===== src/rtl/draw_pkg.sv =====
// draw_pkg: shared mode constants, FSM encoding and default screen size for the drawing path
package draw_pkg;
  localparam logic MODE_FILL    = 1'b0;
  localparam logic MODE_OUTLINE = 1'b1;
  localparam int SCREEN_W_DEF = 160;
  localparam int SCREEN_H_DEF = 120;
  typedef enum logic [1:0] {S_IDLE, S_DRAW, S_DONE} state_t;
endpackage


===== src/rtl/rect_scan_counter.sv =====
// rect_scan_counter: row-major (dx, dy) walker over a W x H box; outline mode skips interior columns
module rect_scan_counter
  import draw_pkg::*;
#(
  parameter int COORD_W = 8
) (
  input  logic               clk,
  input  logic               resetn,
  input  logic               clear,
  input  logic               step,
  input  logic [COORD_W-1:0] width,
  input  logic [COORD_W-1:0] height,
  input  logic               mode,
  output logic [COORD_W-1:0] nxt_dx,
  output logic [COORD_W-1:0] nxt_dy,
  output logic               last
);
  logic [COORD_W-1:0] dx_q, dx_d, dy_q, dy_d, w_m1, h_m1;
  logic row_end, edge_row, skip;
  always_comb begin
    w_m1     = width - COORD_W'(1);
    h_m1     = height - COORD_W'(1);
    row_end  = dx_q == w_m1;
    edge_row = dy_q == '0 || dy_q == h_m1;
    // interior outline rows jump straight from the left edge to the right edge
    skip     = mode == MODE_OUTLINE && !edge_row && dx_q == '0;
    nxt_dx   = row_end ? '0 : skip ? w_m1 : dx_q + COORD_W'(1);
    nxt_dy   = row_end ? dy_q + COORD_W'(1) : dy_q;
    last     = row_end && dy_q == h_m1;
    dx_d     = clear ? '0 : step ? nxt_dx : dx_q;
    dy_d     = clear ? '0 : step ? nxt_dy : dy_q;
  end
  always_ff @(posedge clk or negedge resetn) begin
    if (!resetn) begin
      dx_q <= '0;
      dy_q <= '0;
    end else begin
      dx_q <= dx_d;
      dy_q <= dy_d;
    end
  end
endmodule


===== src/rtl/rect_drawer.sv =====
// rect_drawer: start/busy/done rectangle rasteriser emitting one clipped pixel per clock
module rect_drawer
  import draw_pkg::*;
#(
  parameter int COORD_W  = 8,
  parameter int COLOUR_W = 3,
  parameter int SCREEN_W = SCREEN_W_DEF,
  parameter int SCREEN_H = SCREEN_H_DEF
) (
  input  logic                clk,
  input  logic                resetn,
  input  logic                start,
  input  logic [COORD_W-1:0]  start_x,
  input  logic [COORD_W-1:0]  start_y,
  input  logic [COORD_W-1:0]  width,
  input  logic [COORD_W-1:0]  height,
  input  logic [COLOUR_W-1:0] colour,
  input  logic                mode,
  output logic                busy,
  output logic                plot,
  output logic [COORD_W-1:0]  x_out,
  output logic [COORD_W-1:0]  y_out,
  output logic [COLOUR_W-1:0] colour_out,
  output logic                done
);
  localparam logic [COORD_W:0] SW = (COORD_W+1)'(SCREEN_W);
  localparam logic [COORD_W:0] SH = (COORD_W+1)'(SCREEN_H);
  state_t state_q, state_d;
  logic [COORD_W-1:0] x0_q, x0_d, y0_q, y0_d, w_q, w_d, h_q, h_d, x_q, x_d, y_q, y_d;
  logic [COORD_W-1:0] bx, by, ox, oy, nxt_dx, nxt_dy;
  logic [COLOUR_W-1:0] colour_q, colour_d;
  logic mode_q, mode_d, busy_q, busy_d, plot_q, plot_d, done_q, done_d;
  logic accept, zero, last, visible;
  logic [COORD_W:0] px, py;
  rect_scan_counter #(.COORD_W(COORD_W)) u_scan (
    .clk    (clk),
    .resetn (resetn),
    .clear  (accept),
    .step   (state_q == S_DRAW && !last),
    .width  (w_q),
    .height (h_q),
    .mode   (mode_q),
    .nxt_dx (nxt_dx),
    .nxt_dy (nxt_dy),
    .last   (last)
  );
  always_comb begin
    accept  = state_q == S_IDLE && start;
    zero    = width == '0 || height == '0;
    // the first pixel comes straight from the inputs so it appears the cycle after start
    bx      = accept ? start_x : x0_q;
    by      = accept ? start_y : y0_q;
    ox      = accept ? '0 : nxt_dx;
    oy      = accept ? '0 : nxt_dy;
    px      = {1'b0, bx} + {1'b0, ox};
    py      = {1'b0, by} + {1'b0, oy};
    visible = px < SW && py < SH;
    state_d = state_q;
    x0_d = x0_q;
    y0_d = y0_q;
    w_d = w_q;
    h_d = h_q;
    mode_d = mode_q;
    colour_d = colour_q;
    busy_d = busy_q;
    plot_d = 1'b0;
    done_d = 1'b0;
    x_d = x_q;
    y_d = y_q;
    case (state_q)
      S_IDLE: if (start) begin
        x0_d = start_x;
        y0_d = start_y;
        w_d = width;
        h_d = height;
        mode_d = mode;
        colour_d = colour;
        busy_d = 1'b1;
        state_d = zero ? S_DONE : S_DRAW;
        done_d = zero;
        plot_d = !zero && visible;
        x_d = px[COORD_W-1:0];
        y_d = py[COORD_W-1:0];
      end
      S_DRAW: begin
        state_d = last ? S_DONE : S_DRAW;
        done_d = last;
        plot_d = !last && visible;
        x_d = last ? x_q : px[COORD_W-1:0];
        y_d = last ? y_q : py[COORD_W-1:0];
      end
      default: begin
        state_d = S_IDLE;
        busy_d = 1'b0;
      end
    endcase
  end
  always_ff @(posedge clk or negedge resetn) begin
    if (!resetn) begin
      state_q <= S_IDLE;
      x0_q <= '0;
      y0_q <= '0;
      w_q <= '0;
      h_q <= '0;
      mode_q <= MODE_FILL;
      colour_q <= '0;
      busy_q <= 1'b0;
      plot_q <= 1'b0;
      done_q <= 1'b0;
      x_q <= '0;
      y_q <= '0;
    end else begin
      state_q <= state_d;
      x0_q <= x0_d;
      y0_q <= y0_d;
      w_q <= w_d;
      h_q <= h_d;
      mode_q <= mode_d;
      colour_q <= colour_d;
      busy_q <= busy_d;
      plot_q <= plot_d;
      done_q <= done_d;
      x_q <= x_d;
      y_q <= y_d;
    end
  end
  assign busy = busy_q;
  assign plot = plot_q;
  assign done = done_q;
  assign x_out = x_q;
  assign y_out = y_q;
  assign colour_out = colour_q;
endmodule

===== config.mk =====
export PLATFORM = sky130hd
export DESIGN_NAME = rect_drawer
export DESIGN_NICKNAME = d
export VERILOG_FILES = /design/src/rtl/draw_pkg.sv /design/src/rtl/rect_scan_counter.sv /design/src/rtl/rect_drawer.sv
export SDC_FILE = /design/constraint.sdc
export NUM_CORES = 1
export LEC_CHECK = 0
export ABC_CLOCK_PERIOD_IN_PS = 5850
export CELL_PAD_IN_SITES_DETAIL_PLACEMENT = 0
export CELL_PAD_IN_SITES_GLOBAL_PLACEMENT = 1
export CORE_MARGIN = 8
export CORE_UTILIZATION = 43
export CTS_BUF_LIST = sky130_fd_sc_hd__clkbuf_2 sky130_fd_sc_hd__clkbuf_4 sky130_fd_sc_hd__clkbuf_8
export DETAILED_ROUTE_END_ITERATION = 8
export PLACE_DENSITY_LB_ADDON = 0.1
export SKIP_CTS_REPAIR_TIMING = 1
export SLEW_MARGIN = 40
export SYNTH_ARGS = -nofsm -noshare
export SYNTH_HDL_FRONTEND = slang
export SYNTH_SLANG_ARGS = --single-unit

===== constraint.sdc =====
create_clock -name clk -period 5.85 [get_ports clk]
set_clock_uncertainty 0.1 [all_clocks]
set_input_delay 1.17 -clock clk [delete_from_list [all_inputs] [get_ports clk]]
set_output_delay 1.17 -clock clk [all_outputs]
set_load 0.01 [all_outputs]

* After elaboration in Yosys (flattened, before gate mapping) *
Index checks and enable logic that the tools add are counted.

word-level totals
  flip-flop bits (word level) = 73
  word-level logic and storage cells = 78

operators by class
  $add $sub $neg = 6
  magnitude comparators = 2
  eq/ne operators = 5
  mux-type cells = 27
  bitwise operators = 1
  reductions and logical operators = 23

operators with widths
  operator                                                               count
  8-bit two-way mux                                                      15
  8-bit logical NOT                                                      4
  8-bit one-hot mux with 2 select lines                                  2
  8-bit by 8-bit adder with 9-bit output                                 2
  8-bit by 1-bit adder with 8-bit output, second input constant          2
  8-bit equality test                                                    2
  8-bit by 1-bit subtractor with 8-bit output, second input constant     2
  9-bit by 7-bit < comparator with 1-bit output, second input constant   1
  9-bit by 8-bit < comparator with 1-bit output, second input constant   1
  1-bit logical AND                                                      8
  2-bit two-way mux                                                      3
  1-bit one-hot mux with 2 select lines                                  3
  2-bit inequality test, second input constant                           2
  2-bit one-hot mux with 2 select lines                                  1
  2-bit AND reduction                                                    2
  2-bit nonzero test                                                     2
  1-bit logical NOT                                                      3
  1-bit two-way mux                                                      3
  3-bit AND reduction                                                    1
  2-bit by 1-bit equality test with 1-bit output, second input constant  1
  2-bit logical NOT                                                      1
  1-bit logical OR                                                       2
  1-bit NOT                                                              1

* Depth between registers and ports, before layout *
Gate-level depths: netlist of the first run.

  depth in word-level cells = 15
  gate-level depth with buffers = 20
  gate-level depth less buffers = 19

* Cells and area by module *
A second synthesis of the first run with hierarchy kept.

unflattened totals
  cell total of the unflattened synthesis = 574
  area, all modules = 4,919.7 um^2

modules (own cells, without submodules)
  module             instances  cells each  area an instance (um^2)  sequential area each (um^2)
  rect_drawer        1          335         3,000.4                  1,426.4
  rect_scan_counter  1          239         1,919.3                  400.4

* Least setup slack after synthesis of the first run *
No wires, ideal clock.

  kind = reg2reg
  start point = register w_q[0]
  end point = register plot_q, in the netlist plot
  setup time = 0.094 ns
  data arrival time = 4.551 ns
  data required time = 5.656 ns
  path slack = 1.105 ns
  cell stages (with the launch flop) = 21
  buffers on the path = 1
  period minus slack after synthesis = 4.745 ns
  cell sequence = dfrtp_1 inv_1 ha_1 nor3b_2 a21oi_1 or4_4 nor4_4 nand2_2 clkbuf_1 xnor2_1 nor2_1 ha_1 inv_1 fa_1 nor2b_1 o21ai_0 a21boi_0 o311ai_0 o21ai_0 or3b_2 a211oi_1

between the ends
  cells in the longest elaborated chain, start to end = 10
  elaborated cells on any way between the ends = 18
  classes of those cells = add/sub (3); order compare (2); eq/ne (1); mux (7); reduce/logical (5)

ends and longest elaborated chain
  what                                               line                     text
  from (decl)                                        rect_drawer.sv:29        logic [COORD_W-1:0] x0_q, x0_d, y0_q, y0_d, w_q, w_d, h_q, h_d, x_q, x_d, y_q, y_d;
  from (signal assigned)                             rect_drawer.sv:116       w_q <= w_d;
  8-bit by 1-bit subtractor with 8-bit output (*)    rect_scan_counter.sv:21  w_m1 = width - COORD_W'(1);
  8-bit equality test (*)                            rect_scan_counter.sv:23  row_end = dx_q == w_m1;
  8-bit two-way mux (*)                              rect_scan_counter.sv:28  nxt_dy = row_end ? dy_q + COORD_W'(1) : dy_q;
  8-bit two-way mux (*)                              rect_drawer.sv:54        oy = accept ? '0 : nxt_dy;
  named net oy[0]                                    rect_drawer.sv:30        logic [COORD_W-1:0] bx, by, ox, oy, nxt_dx, nxt_dy;
  8-bit by 8-bit adder with 9-bit output (*)         rect_drawer.sv:56        py = {1'b0, by} + {1'b0, oy};
  9-bit by 7-bit < comparator with 1-bit output (*)  rect_drawer.sv:57        visible = px < SW && py < SH;
  1-bit logical AND (*)                              rect_drawer.sv:57
  1-bit logical AND                                  rect_drawer.sv:81        plot_d = !zero && visible;
  1-bit two-way mux                                  rect_drawer.sv:71        S_IDLE: if (start) begin
  1-bit one-hot mux with 2 select lines (*)          rect_drawer.sv:70        case (state_q)
  named net plot_d                                   rect_drawer.sv:32        logic mode_q, mode_d, busy_q, busy_d, plot_q, plot_d, done_q, done_d;
  to (signal assigned)                               rect_drawer.sv:121       plot_q <= plot_d;
  to (decl)                                          rect_drawer.sv:32

The timed path passes the listed nets; every way through them passes the cells marked *.
A chain may end at the register's enable or synchronous reset.

* Worst setup path in the final report of the first run *
  start point = register w_q[0]
  end point = register plot_q, in the netlist plot

between the ends
  cells in the longest elaborated chain, start to end = 10
  elaborated cells on any way between the ends = 18
  classes of those cells = add/sub (3); order compare (2); eq/ne (1); mux (7); reduce/logical (5)

ends and longest elaborated chain
  what                                                      line                                              text
  8-bit by 1-bit subtractor with 8-bit output (*)           rect_scan_counter.sv:21
  8-bit equality test or 8-bit two-way mux (tied branches)  rect_scan_counter.sv:23, rect_scan_counter.sv:27
  8-bit two-way mux (*)                                     rect_scan_counter.sv:27                           nxt_dx = row_end ? '0 : skip ? w_m1 : dx_q + COORD_W'(1);
  8-bit two-way mux (*)                                     rect_drawer.sv:53                                 ox = accept ? '0 : nxt_dx;
  named net ox[0]                                           rect_drawer.sv:30
  8-bit by 8-bit adder with 9-bit output (*)                rect_drawer.sv:55                                 px = {1'b0, bx} + {1'b0, ox};
  9-bit by 8-bit < comparator with 1-bit output (*)         rect_drawer.sv:57
  1-bit logical AND (*)                                     rect_drawer.sv:57
  1-bit logical AND                                         rect_drawer.sv:81
  1-bit two-way mux                                         rect_drawer.sv:71
  1-bit one-hot mux with 2 select lines (*)                 rect_drawer.sv:70
  named net plot_d                                          rect_drawer.sv:32

Marked as above.

==> results of run 1 <==
-- sequential cells by signal, indices dropped and copies added (netlist names) --
register	cells
h_q	8
w_q	8
u_scan.dy_q	8
x0_q	8
colour_out	3
y_out	8
done	1
x_out	8
mode_q	1
state_q	2
y0_q	8
busy	1
u_scan.dx_q	8
plot	1
-- where the power goes --
part	internal, mW	switching (mW)
Sequential	0.733	0.193
Combinational	0.839	0.863
Clock	0.188	0.178
-- worst max-delay path: cells and delay by family (launching register included) --
kind | cells | cell delay [ns]
adder cells (fa/ha/maj) | 3 | 0.84
buffers and inverters | 1 | 0.10
AO/OA/AOI/OAI | 6 | 0.95
AND/OR/NAND/NOR | 8 | 2.69
flip-flops | 1 | 0.43
-- area by class of cell --
cell class              instances  area (um2)
inverters                      22        82.6
flip-flops and latches         73        1830
fillers                      1055        5220
multi-input cells             416        2630
clock buffers                  15         175
repair buffers                 65         639
well taps                     140         175
-- synth_stat cells, types with 6 or more instances --
cell                       count  area share [%]
sky130_fd_sc_hd__dfrtp_1      73              39
sky130_fd_sc_hd__nor2_1       24             1.9
sky130_fd_sc_hd__a21oi_1      23             2.5
sky130_fd_sc_hd__nor3_1        8            0.86
sky130_fd_sc_hd__nor4_1        7            0.94
sky130_fd_sc_hd__xor2_1       16             3.0
sky130_fd_sc_hd__o21ai_1       6            0.64
sky130_fd_sc_hd__and3_1        6            0.80
sky130_fd_sc_hd__ha_1         22             5.9
sky130_fd_sc_hd__nand3_1      19             2.0
sky130_fd_sc_hd__nand2_1     129              10
sky130_fd_sc_hd__xnor2_1      22             4.1
sky130_fd_sc_hd__inv_1        22             1.8
sky130_fd_sc_hd__o21ai_0      24             2.6
sky130_fd_sc_hd__nand4_1       6            0.80
sky130_fd_sc_hd__or3_1         8             1.1
sky130_fd_sc_hd__clkbuf_1     22             1.8
sky130_fd_sc_hd__mux2_4        7             2.2
-- routing by layer --
metal	vias to the layer above	share of wire [%]	GRT usage [%]
li1	1956	-	-
met5	-	0	0
met1	1861	46	20.8
met4	0	0.97	3.83
met2	45	49	29.2
met3	9	3.7	4.80
-- per-stage QoR --
stage	hold WS, ns	util [%]	cells	cell area [um2]
floorplan	0.338	-	541	4680
global placement	0.353	49.8	716	5350
detailed placement	0.357	49.8	716	5360
CTS	0.375	51.5	731	5530
global route	0.391	51.5	731	5530
finish	0.370	51.5	731	5530
-- path summary, 6_finish.rpt --
path | startpoint | end | slack (ns) | cells after the start
max in group asynchronous | resetn | mode_q | 4.45 | 1
min | x0_q[1] | x0_q[1] | 0.37 | 2
min in group asynchronous | resetn | h_q[3] | 0.71 | 1
min reg2reg | x0_q[1] | x0_q[1] | 0.37 | 2
max | w_q[0] | plot | 0.65 | 18
max reg2reg | w_q[0] | plot | 0.65 | 18
-- kinds of logic after synthesis --
family | count (synthesis) | share of synthesized area, %
AO/OA/AOI/OAI | 97 | 13.3
XOR/XNOR | 39 | 7.46
adder cells (fa/ha/maj) | 25 | 6.95
buffers and inverters | 52 | 4.81
flip-flops | 73 | 39.0
multiplexers | 14 | 3.85
AND/OR/NAND/NOR | 241 | 24.6
==> flow_summary.html, run 1 <==
<table>
<tr><th>Metric</th><th>Value</th></tr>
<tr><th colspan="2">Outcome</th></tr>
<tr><td>Result of the run</td><td>finished, final reports clean</td></tr>
<tr><th colspan="2">Clock network</th></tr>
<tr><td>CTS HTree Levels</td><td>3</td></tr>
<tr><td>Clock latency reported for the late side of the worst-skew pair</td><td>between 0.3 and 0.4 ns</td></tr>
<tr><td>Clock sink count</td><td>73</td></tr>
<tr><td>Clock slew seen by the registers of the worst setup and hold paths</td><td>~0.070 ns</td></tr>
<tr><td>CTS tree</td><td>built</td></tr>
<tr><td>Cell at the root of the clock tree</td><td>sky130_fd_sc_hd__clkbuf_8</td></tr>
<tr><td>Number of buffers created by CTS</td><td>9</td></tr>
<tr><td>Number of buffers on the longest clock path</td><td>2</td></tr>
<tr><th colspan="2">GRT</th></tr>
<tr><td>Vias in the first global route</td><td>between 4000 and 5000</td></tr>
<tr><td>First-pass GRT wire length</td><td>between 15000 and 20000 um</td></tr>
<tr><td>Global-route usage over all layers</td><td>17.0%</td></tr>
<tr><td>Global route overflow</td><td>0</td></tr>
<tr><td>Number of antenna violations at the first check in global routing</td><td>0</td></tr>
<tr><td>Maximum number of pins on one net before global-route repair</td><td>74</td></tr>
<tr><th colspan="2">STA</th></tr>
<tr><td>Number of pins exceeding their max-slew limit in the final report</td><td>0</td></tr>
<tr><td>Max-Slew Margin vs Limit</td><td>between 50% and 60%</td></tr>
<tr><td>Number of endpoints failing setup at the final stage</td><td>0</td></tr>
<tr><td>Post-route fraction of the period consumed by the critical path</td><td>89.0%</td></tr>
<tr><td>Hold Violations, Final</td><td>0</td></tr>
<tr><td>Least setup slack across all paths after layout</td><td>0.645 ns</td></tr>
<tr><td>Final-layout setup total negative slack</td><td>0 ns</td></tr>
<tr><td>Min Tclk post-route</td><td>roughly 5.2 ns</td></tr>
<tr><td>RSZ-0062 raised after global routing</td><td>no</td></tr>
<tr><td>Actual slew at the worst max-slew pin</td><td>approximately 0.73 ns</td></tr>
<tr><td>Max Clock Freq</td><td>192 MHz</td></tr>
<tr><th colspan="2">Floorplanning</th></tr>
<tr><td>Number of cell rows</td><td>38</td></tr>
<tr><td>Die width</td><td>roughly 120 um</td></tr>
<tr><td>Floorplan Core Area</td><td>10700 um2</td></tr>
<tr><td>Boundary pin count</td><td>61</td></tr>
<tr><td>Full die area</td><td>approximately 14000 um2</td></tr>
<tr><td>Vertical die dimension</td><td>between 100 and 150 um</td></tr>
<tr><td>Starting utilization of the core area</td><td>43.6%</td></tr>
<tr><th colspan="2">Placed design</th></tr>
<tr><td>Total of buffers placed on input and output ports</td><td>60</td></tr>
<tr><td>Routability cong.</td><td>approximately 0.85</td></tr>
<tr><td>Total half-perimeter wirelength after legalization and detailed placement</td><td>~8500 um</td></tr>
<tr><td>Worst setup slack after placement</td><td>around 0.57 ns</td></tr>
<tr><th colspan="2">Power</th></tr>
<tr><td>Total power of the final layout</td><td>between 2 and 3 mW</td></tr>
<tr><td>Peak supply drop</td><td>between 0.3 and 0.4 mV</td></tr>
<tr><td>Static leakage power</td><td>2.55 nW</td></tr>
<tr><td>Power density over the cells</td><td>around 540 nW/um2</td></tr>
<tr><th colspan="2">Setup path</th></tr>
<tr><td>Data required time of the worst path</td><td>approximately 6 ns</td></tr>
<tr><td>Worst-path fanout max</td><td>17</td></tr>
<tr><td>Kind of critical path</td><td>register to register</td></tr>
<tr><td>Largest stage delay on the critical path</td><td>roughly 0.56 ns</td></tr>
<tr><td>Most frequent CP cell</td><td>sky130_fd_sc_hd__a21oi_1</td></tr>
<tr><td>Startpoint type of the worst setup path</td><td>register</td></tr>
<tr><td>Ordered list of cells on the worst path</td><td>inv_1 -&gt; ha_1 -&gt; nor3b_2 -&gt; a21oi_1 -&gt; or4_4 -&gt; nor4_4 -&gt; nand2_2 -&gt; nand2_1 -&gt; nor2_1 -&gt; ha_1 -&gt; fa_1 -&gt; a21o_1 -&gt; a21oi_1 -&gt; nand2b_1 -&gt; a21oi_1 -&gt; o21ai_0 -&gt; or3b_2 -&gt; a211oi_1</td></tr>
<tr><td>Arrival @ worst endpoint</td><td>~5.4 ns</td></tr>
<tr><td>Worst setup EP type</td><td>register</td></tr>
<tr><td>Master of the slowest instance on the critical path</td><td>sky130_fd_sc_hd__or4_4</td></tr>
<tr><th colspan="2">Logic synthesis</th></tr>
<tr><td>YS warnings</td><td>0</td></tr>
<tr><td>Cell Area, Synth</td><td>roughly 4700 um2</td></tr>
<tr><td>Syn Inst Count</td><td>between 500 and 600</td></tr>
<tr><td>Number of synthesized flops with an enable pin</td><td>0</td></tr>
<tr><td>Seq cells post-synth</td><td>73</td></tr>
<tr><td>Fraction of registers with async set or reset after synthesis</td><td>100%</td></tr>
<tr><td>Post-synthesis net count</td><td>between 600 and 700</td></tr>
<tr><td>Predominant post-synthesis flop cell</td><td>sky130_fd_sc_hd__dfrtp_1</td></tr>
<tr><td>Count of cell types in the netlist</td><td>66</td></tr>
<tr><td>Seq/Total Area, Yosys</td><td>39.0%</td></tr>
<tr><td>Average cell area after synthesis</td><td>slightly below 9 um2</td></tr>
<tr><th colspan="2">Cells and area</th></tr>
<tr><td>N_diodes</td><td>0</td></tr>
<tr><td>Leading cell type in the layout, fill and taps excluded</td><td>sky130_fd_sc_hd__nand2_1</td></tr>
<tr><td>Layout Nets</td><td>between 600 and 700</td></tr>
<tr><td>Synth-to-layout area growth</td><td>18.2%</td></tr>
<tr><td>Commonest cells after routing, fill and taps aside</td><td>129 x sky130_fd_sc_hd__nand2_1, 73 x sky130_fd_sc_hd__dfrtp_1, 59 x sky130_fd_sc_hd__clkdlybuf4s50_1, 24 x sky130_fd_sc_hd__nor2_1, 24 x sky130_fd_sc_hd__o21ai_0</td></tr>
<tr><td>Share of cells above drive strength 1</td><td>between 7 and 8%</td></tr>
<tr><th colspan="2">Route</th></tr>
<tr><td>Detailed router's first-iteration violation count</td><td>200</td></tr>
<tr><td>Drt total wl</td><td>~11000 um</td></tr>
<tr><td>Vias per cell</td><td>5.30</td></tr>
<tr><td>Via count of the routed design</td><td>3871</td></tr>
<tr><td>Iteration count of the initial detailed-routing pass</td><td>4</td></tr>
<tr><td>DR DRC count</td><td>0</td></tr>
<tr><td>Routed wire length per instance</td><td>~16 um</td></tr>
<tr><td>Post-route ant nets</td><td>0</td></tr>
<tr><th colspan="2">Hold path</th></tr>
<tr><td>Hold Path Class</td><td>register to register</td></tr>
<tr><th colspan="2">Job</th></tr>
<tr><td>Number of max-capacitance violations reported</td><td>0</td></tr>
</table>
No activity file was read; power rests on OpenSTA's default activity.
==> run 2, diff against run 1 <==
--- a/config.mk
+++ b/config.mk
@@ -6,6 +6,7 @@
 export NUM_CORES = 1
 export LEC_CHECK = 0
 export ABC_CLOCK_PERIOD_IN_PS = 5850
+export CAP_MARGIN = 20
 export CELL_PAD_IN_SITES_DETAIL_PLACEMENT = 0
 export CELL_PAD_IN_SITES_GLOBAL_PLACEMENT = 1
 export CORE_MARGIN = 8
==> results of run 2 <==
The final DEF is identical to that of run 1; final timing and power are the same.
==> run 3, diff against run 2 <==
--- a/config.mk
+++ b/config.mk
@@ -5,7 +5,7 @@
 export SDC_FILE = /design/constraint.sdc
 export NUM_CORES = 1
 export LEC_CHECK = 0
-export ABC_CLOCK_PERIOD_IN_PS = 5850
+export ABC_CLOCK_PERIOD_IN_PS = 5000
 export CAP_MARGIN = 20
 export CELL_PAD_IN_SITES_DETAIL_PLACEMENT = 0
 export CELL_PAD_IN_SITES_GLOBAL_PLACEMENT = 1
==> constraint.sdc (replaced) <==
create_clock -name clk -period 5 [get_ports clk]
set_clock_uncertainty 0.1 [all_clocks]
set_input_delay 1 -clock clk [delete_from_list [all_inputs] [get_ports clk]]
set_output_delay 1 -clock clk [all_outputs]
set_load 0.01 [all_outputs]
==> run 3 against run 2 <==
Against the previous run: critical path type unchanged; first-iteration DRC count decreased by 8.0%; die area is the same; sequential power grew 17%; sequential share of layout area shrank 1.1 points; hold slack worse by 0.0015 ns; global-route usage increased by 0.35 points.
==> flow_summary.html, run 3 (same netlist as run 1, synthesis figures left out) <==
<table>
<tr><th>Metric</th><th>Value</th></tr>
<tr><th colspan="2">GRT</th></tr>
<tr><td>Global-route usage over all layers</td><td>17.4% (was 17.0%)</td></tr>
<tr><td>Number of antenna violations at the first check in global routing</td><td>0 (unchanged)</td></tr>
<tr><td>First-pass GRT wire length</td><td>20300 um (was 19800 um)</td></tr>
<tr><td>Maximum number of pins on one net before global-route repair</td><td>74 (unchanged)</td></tr>
<tr><td>Vias in the first global route</td><td>4112 (was 4024)</td></tr>
<tr><td>Global route overflow</td><td>0 (unchanged)</td></tr>
<tr><th colspan="2">STA</th></tr>
<tr><td>Hold Violations, Final</td><td>0 (unchanged)</td></tr>
<tr><td>Actual slew at the worst max-slew pin</td><td>0.807 ns (was 0.726 ns)</td></tr>
<tr><td>Final-layout setup total negative slack</td><td>0 ns (unchanged)</td></tr>
<tr><td>Number of endpoints failing setup at the final stage</td><td>0 (unchanged)</td></tr>
<tr><td>Min Tclk post-route</td><td>4.73 ns (was 5.20 ns)</td></tr>
<tr><td>Max-Slew Margin vs Limit</td><td>46.0% (was 51.4%)</td></tr>
<tr><td>Final Hold Slack</td><td>0.368 ns (was 0.370 ns)</td></tr>
<tr><td>Max Clock Freq</td><td>212 MHz (was 192 MHz)</td></tr>
<tr><td>Post-route fraction of the period consumed by the critical path</td><td>94.5% (was 89.0%)</td></tr>
<tr><td>Number of pins exceeding their max-slew limit in the final report</td><td>0 (unchanged)</td></tr>
<tr><th colspan="2">Cells and area</th></tr>
<tr><td>Share of cells above drive strength 1</td><td>10.6% (was 7.78%)</td></tr>
<tr><td>N_diodes</td><td>0 (unchanged)</td></tr>
<tr><td>Leading cell type in the layout, fill and taps excluded</td><td>sky130_fd_sc_hd__nand2_1 (unchanged)</td></tr>
<tr><td>Layout Nets</td><td>662 (was 650)</td></tr>
<tr><td>Commonest cells after routing, fill and taps aside</td><td>128 x sky130_fd_sc_hd__nand2_1, 73 x sky130_fd_sc_hd__dfrtp_1, 59 x sky130_fd_sc_hd__clkdlybuf4s50_1, 24 x sky130_fd_sc_hd__nor2_1, 24 x sky130_fd_sc_hd__o21ai_0 (was 129 x sky130_fd_sc_hd__nand2_1, 73 x sky130_fd_sc_hd__dfrtp_1, 59 x sky130_fd_sc_hd__clkdlybuf4s50_1, 24 x sky130_fd_sc_hd__nor2_1, 24 x sky130_fd_sc_hd__o21ai_0)</td></tr>
<tr><td>Synth-to-layout area growth</td><td>22.1% (was 18.2%)</td></tr>
<tr><td>Filler Cell Count</td><td>1046 (was 1055)</td></tr>
<tr><th colspan="2">Floorplanning</th></tr>
<tr><td>Floorplan Core Area</td><td>10700 um2 (unchanged)</td></tr>
<tr><td>Die width</td><td>120 um (unchanged)</td></tr>
<tr><td>Starting utilization of the core area</td><td>43.6% (unchanged)</td></tr>
<tr><td>Boundary pin count</td><td>61 (unchanged)</td></tr>
<tr><td>Number of cell rows</td><td>38 (unchanged)</td></tr>
<tr><td>Vertical die dimension</td><td>120 um (unchanged)</td></tr>
<tr><td>Full die area</td><td>14500 um2 (unchanged)</td></tr>
<tr><th colspan="2">Job</th></tr>
<tr><td>Number of max-capacitance violations reported</td><td>0 (unchanged)</td></tr>
<tr><th colspan="2">Power</th></tr>
<tr><td>Static leakage power</td><td>2.64 nW (was 2.55 nW)</td></tr>
<tr><td>Logic pwr share</td><td>56.7% (was 56.9%)</td></tr>
<tr><td>Internal power component</td><td>2.15 mW (was 1.76 mW)</td></tr>
<tr><td>NetSw</td><td>1.50 mW (was 1.23 mW)</td></tr>
<tr><td>Clock share of power</td><td>13.7% (was 12.2%)</td></tr>
<tr><td>Peak supply drop</td><td>0.430 mV (was 0.397 mV)</td></tr>
<tr><td>Power density over the cells</td><td>638 nW/um2 (was 541 nW/um2)</td></tr>
<tr><td>Switching portion of total power</td><td>41.0% (was 41.2%)</td></tr>
<tr><td>Sequential fraction of design power</td><td>29.6% (was 30.9%)</td></tr>
<tr><th colspan="2">Route</th></tr>
<tr><td>DR DRC count</td><td>0 (unchanged)</td></tr>
<tr><td>Iteration count of the initial detailed-routing pass</td><td>6 (was 4)</td></tr>
<tr><td>Vias per cell</td><td>5.35 (was 5.30)</td></tr>
<tr><td>Detailed router's first-iteration violation count</td><td>184 (was 200)</td></tr>
<tr><td>Routed wire length per instance</td><td>16.0 um (was 15.7 um)</td></tr>
<tr><td>Drt total wl</td><td>11900 um (was 11500 um)</td></tr>
<tr><td>Via count of the routed design</td><td>3980 (was 3871)</td></tr>
<tr><td>Post-route ant nets</td><td>0 (unchanged)</td></tr>
<tr><th colspan="2">Setup path</th></tr>
<tr><td>Master of the slowest instance on the critical path</td><td>sky130_fd_sc_hd__or4_1 (was sky130_fd_sc_hd__or4_4)</td></tr>
<tr><td>Arrival @ worst endpoint</td><td>4.90 ns (was 5.37 ns)</td></tr>
<tr><td>Data required time of the worst path</td><td>5.17 ns (was 6.02 ns)</td></tr>
<tr><td>Largest stage delay on the critical path</td><td>0.59 ns (was 0.56 ns)</td></tr>
<tr><td>Ordered list of cells on the worst path</td><td>buf_4 -&gt; or3_1 -&gt; xnor2_1 -&gt; or4_1 -&gt; nor4_4 -&gt; buf_4 -&gt; nand3_2 -&gt; xnor2_1 -&gt; nor2_1 -&gt; ha_1 -&gt; nor2b_1 -&gt; o21ai_0 -&gt; a21boi_1 -&gt; o311ai_2 -&gt; o21ai_0 -&gt; or3b_2 -&gt; a211oi_1 (was inv_1 -&gt; ha_1 -&gt; nor3b_2 -&gt; a21oi_1 -&gt; or4_4 -&gt; nor4_4 -&gt; nand2_2 -&gt; nand2_1 -&gt; nor2_1 -&gt; ha_1 -&gt; fa_1 -&gt; a21o_1 -&gt; a21oi_1 -&gt; nand2b_1 -&gt; a21oi_1 -&gt; o21ai_0 -&gt; or3b_2 -&gt; a211oi_1)</td></tr>
<tr><td>Worst setup EP type</td><td>register (unchanged)</td></tr>
<tr><td>Kind of critical path</td><td>register to register (unchanged)</td></tr>
<tr><td>Startpoint type of the worst setup path</td><td>register (unchanged)</td></tr>
<tr><td>Worst-path fanout max</td><td>6 (was 17)</td></tr>
<tr><th colspan="2">Clock network</th></tr>
<tr><td>Cell at the root of the clock tree</td><td>sky130_fd_sc_hd__clkbuf_8 (unchanged)</td></tr>
<tr><td>Clock sink count</td><td>73 (unchanged)</td></tr>
<tr><td>Number of buffers created by CTS</td><td>9 (unchanged)</td></tr>
<tr><td>CTS tree</td><td>built (unchanged)</td></tr>
<tr><td>Number of buffers on the longest clock path</td><td>2 (unchanged)</td></tr>
<tr><td>Clock slew seen by the registers of the worst setup and hold paths</td><td>0.08 ns (was 0.07 ns)</td></tr>
<tr><td>CTS HTree Levels</td><td>3 (unchanged)</td></tr>
<tr><td>Clock latency reported for the late side of the worst-skew pair</td><td>0.36 ns (about the same)</td></tr>
<tr><th colspan="2">Outcome</th></tr>
<tr><td>Result of the run</td><td>finished, final reports clean (unchanged)</td></tr>
<tr><th colspan="2">Placed design</th></tr>
<tr><td>Total half-perimeter wirelength after legalization and detailed placement</td><td>8900 um (was 8490 um)</td></tr>
<tr><td>Total of buffers placed on input and output ports</td><td>60 (unchanged)</td></tr>
<tr><td>Routability cong.</td><td>0.836 (was 0.848)</td></tr>
<tr><th colspan="2">Hold path</th></tr>
<tr><td>Hold Path Class</td><td>register to register (unchanged)</td></tr>
</table>
## run 3: per-layer routing
layer | vias up | GRT usage, % | wire length, um
met5 | - | 0 | 0
met4 | 0 | 6.64 | 165
met2 | 53 | 28.3 | 5770
met3 | 11 | 3.45 | 405
met1 | 1936 | 22.4 | 5540
li1 | 1980 | - | -
## run 3: cell type report
cell class | instances | area [um2] | share of cell area [%]
clock buffers | 12 | 165 | 2.89
clock inverters | 4 | 50.0 | 0.876
inverters | 22 | 82.6 | 1.44
multi-input cells | 416 | 2670 | 46.8
flip-flops and latches | 73 | 1830 | 32.0
well taps | 140 | 175 | 3.06
repair buffers | 77 | 742 | 13.0
## run 3: per-stage QoR
stage	cells	cell area, um2	setup WS [ns]	utilization (%)	total power, mW
2_1_floorplan	541	4680	0.255	-	2.54
3_3_place_gp	726	5440	0.275	50.6	3.10
3_5_place_dp	726	5440	0.0793	50.6	3.14
4_1_cts	742	5660	0.0191	52.6	3.66
5_1_grt	744	5720	-0.115	53.2	3.99
6_report	744	5720	0.274	53.2	3.65
## run 3: critical path, delay by kind of cell (launching register included)
family | cells | cell delay [ns]
buffers and inverters | 2 | 0.33
AOI/OAI and AO/OA | 5 | 1.02
adders and majority gates | 1 | 0.34
and+or+nand+nor | 7 | 2.16
xor gates and xnor gates | 2 | 0.31
DFF | 1 | 0.38
## run 3: power by group through the flow
stage               registers (mW)  clock network [mW]  logic [mW]
floorplan                     1.04                   0        1.51
global placement              1.08                   0        2.02
detailed placement            1.09                   0        2.05
CTS                           1.08               0.516        2.06
global route                  1.12               0.547        2.32
finish                        1.08               0.498        2.07
## run 3: worst paths after layout
| check | endpoint | cells past startpoint | slack, ns | start |
|---|---|---|---|---|
| hold reg to reg | x0_q[0] | 2 | 0.37 | x0_q[0] |
| min in group asynchronous | h_q[3] | 1 | 0.55 | resetn |
| max in group asynchronous | u_scan.dx_q[0] | 1 | 3.79 | resetn |
| setup / recovery | plot | 17 | 0.27 | w_q[0] |
| setup reg to reg | plot | 17 | 0.27 | w_q[0] |
| hold / removal | x0_q[0] | 2 | 0.37 | x0_q[0] |
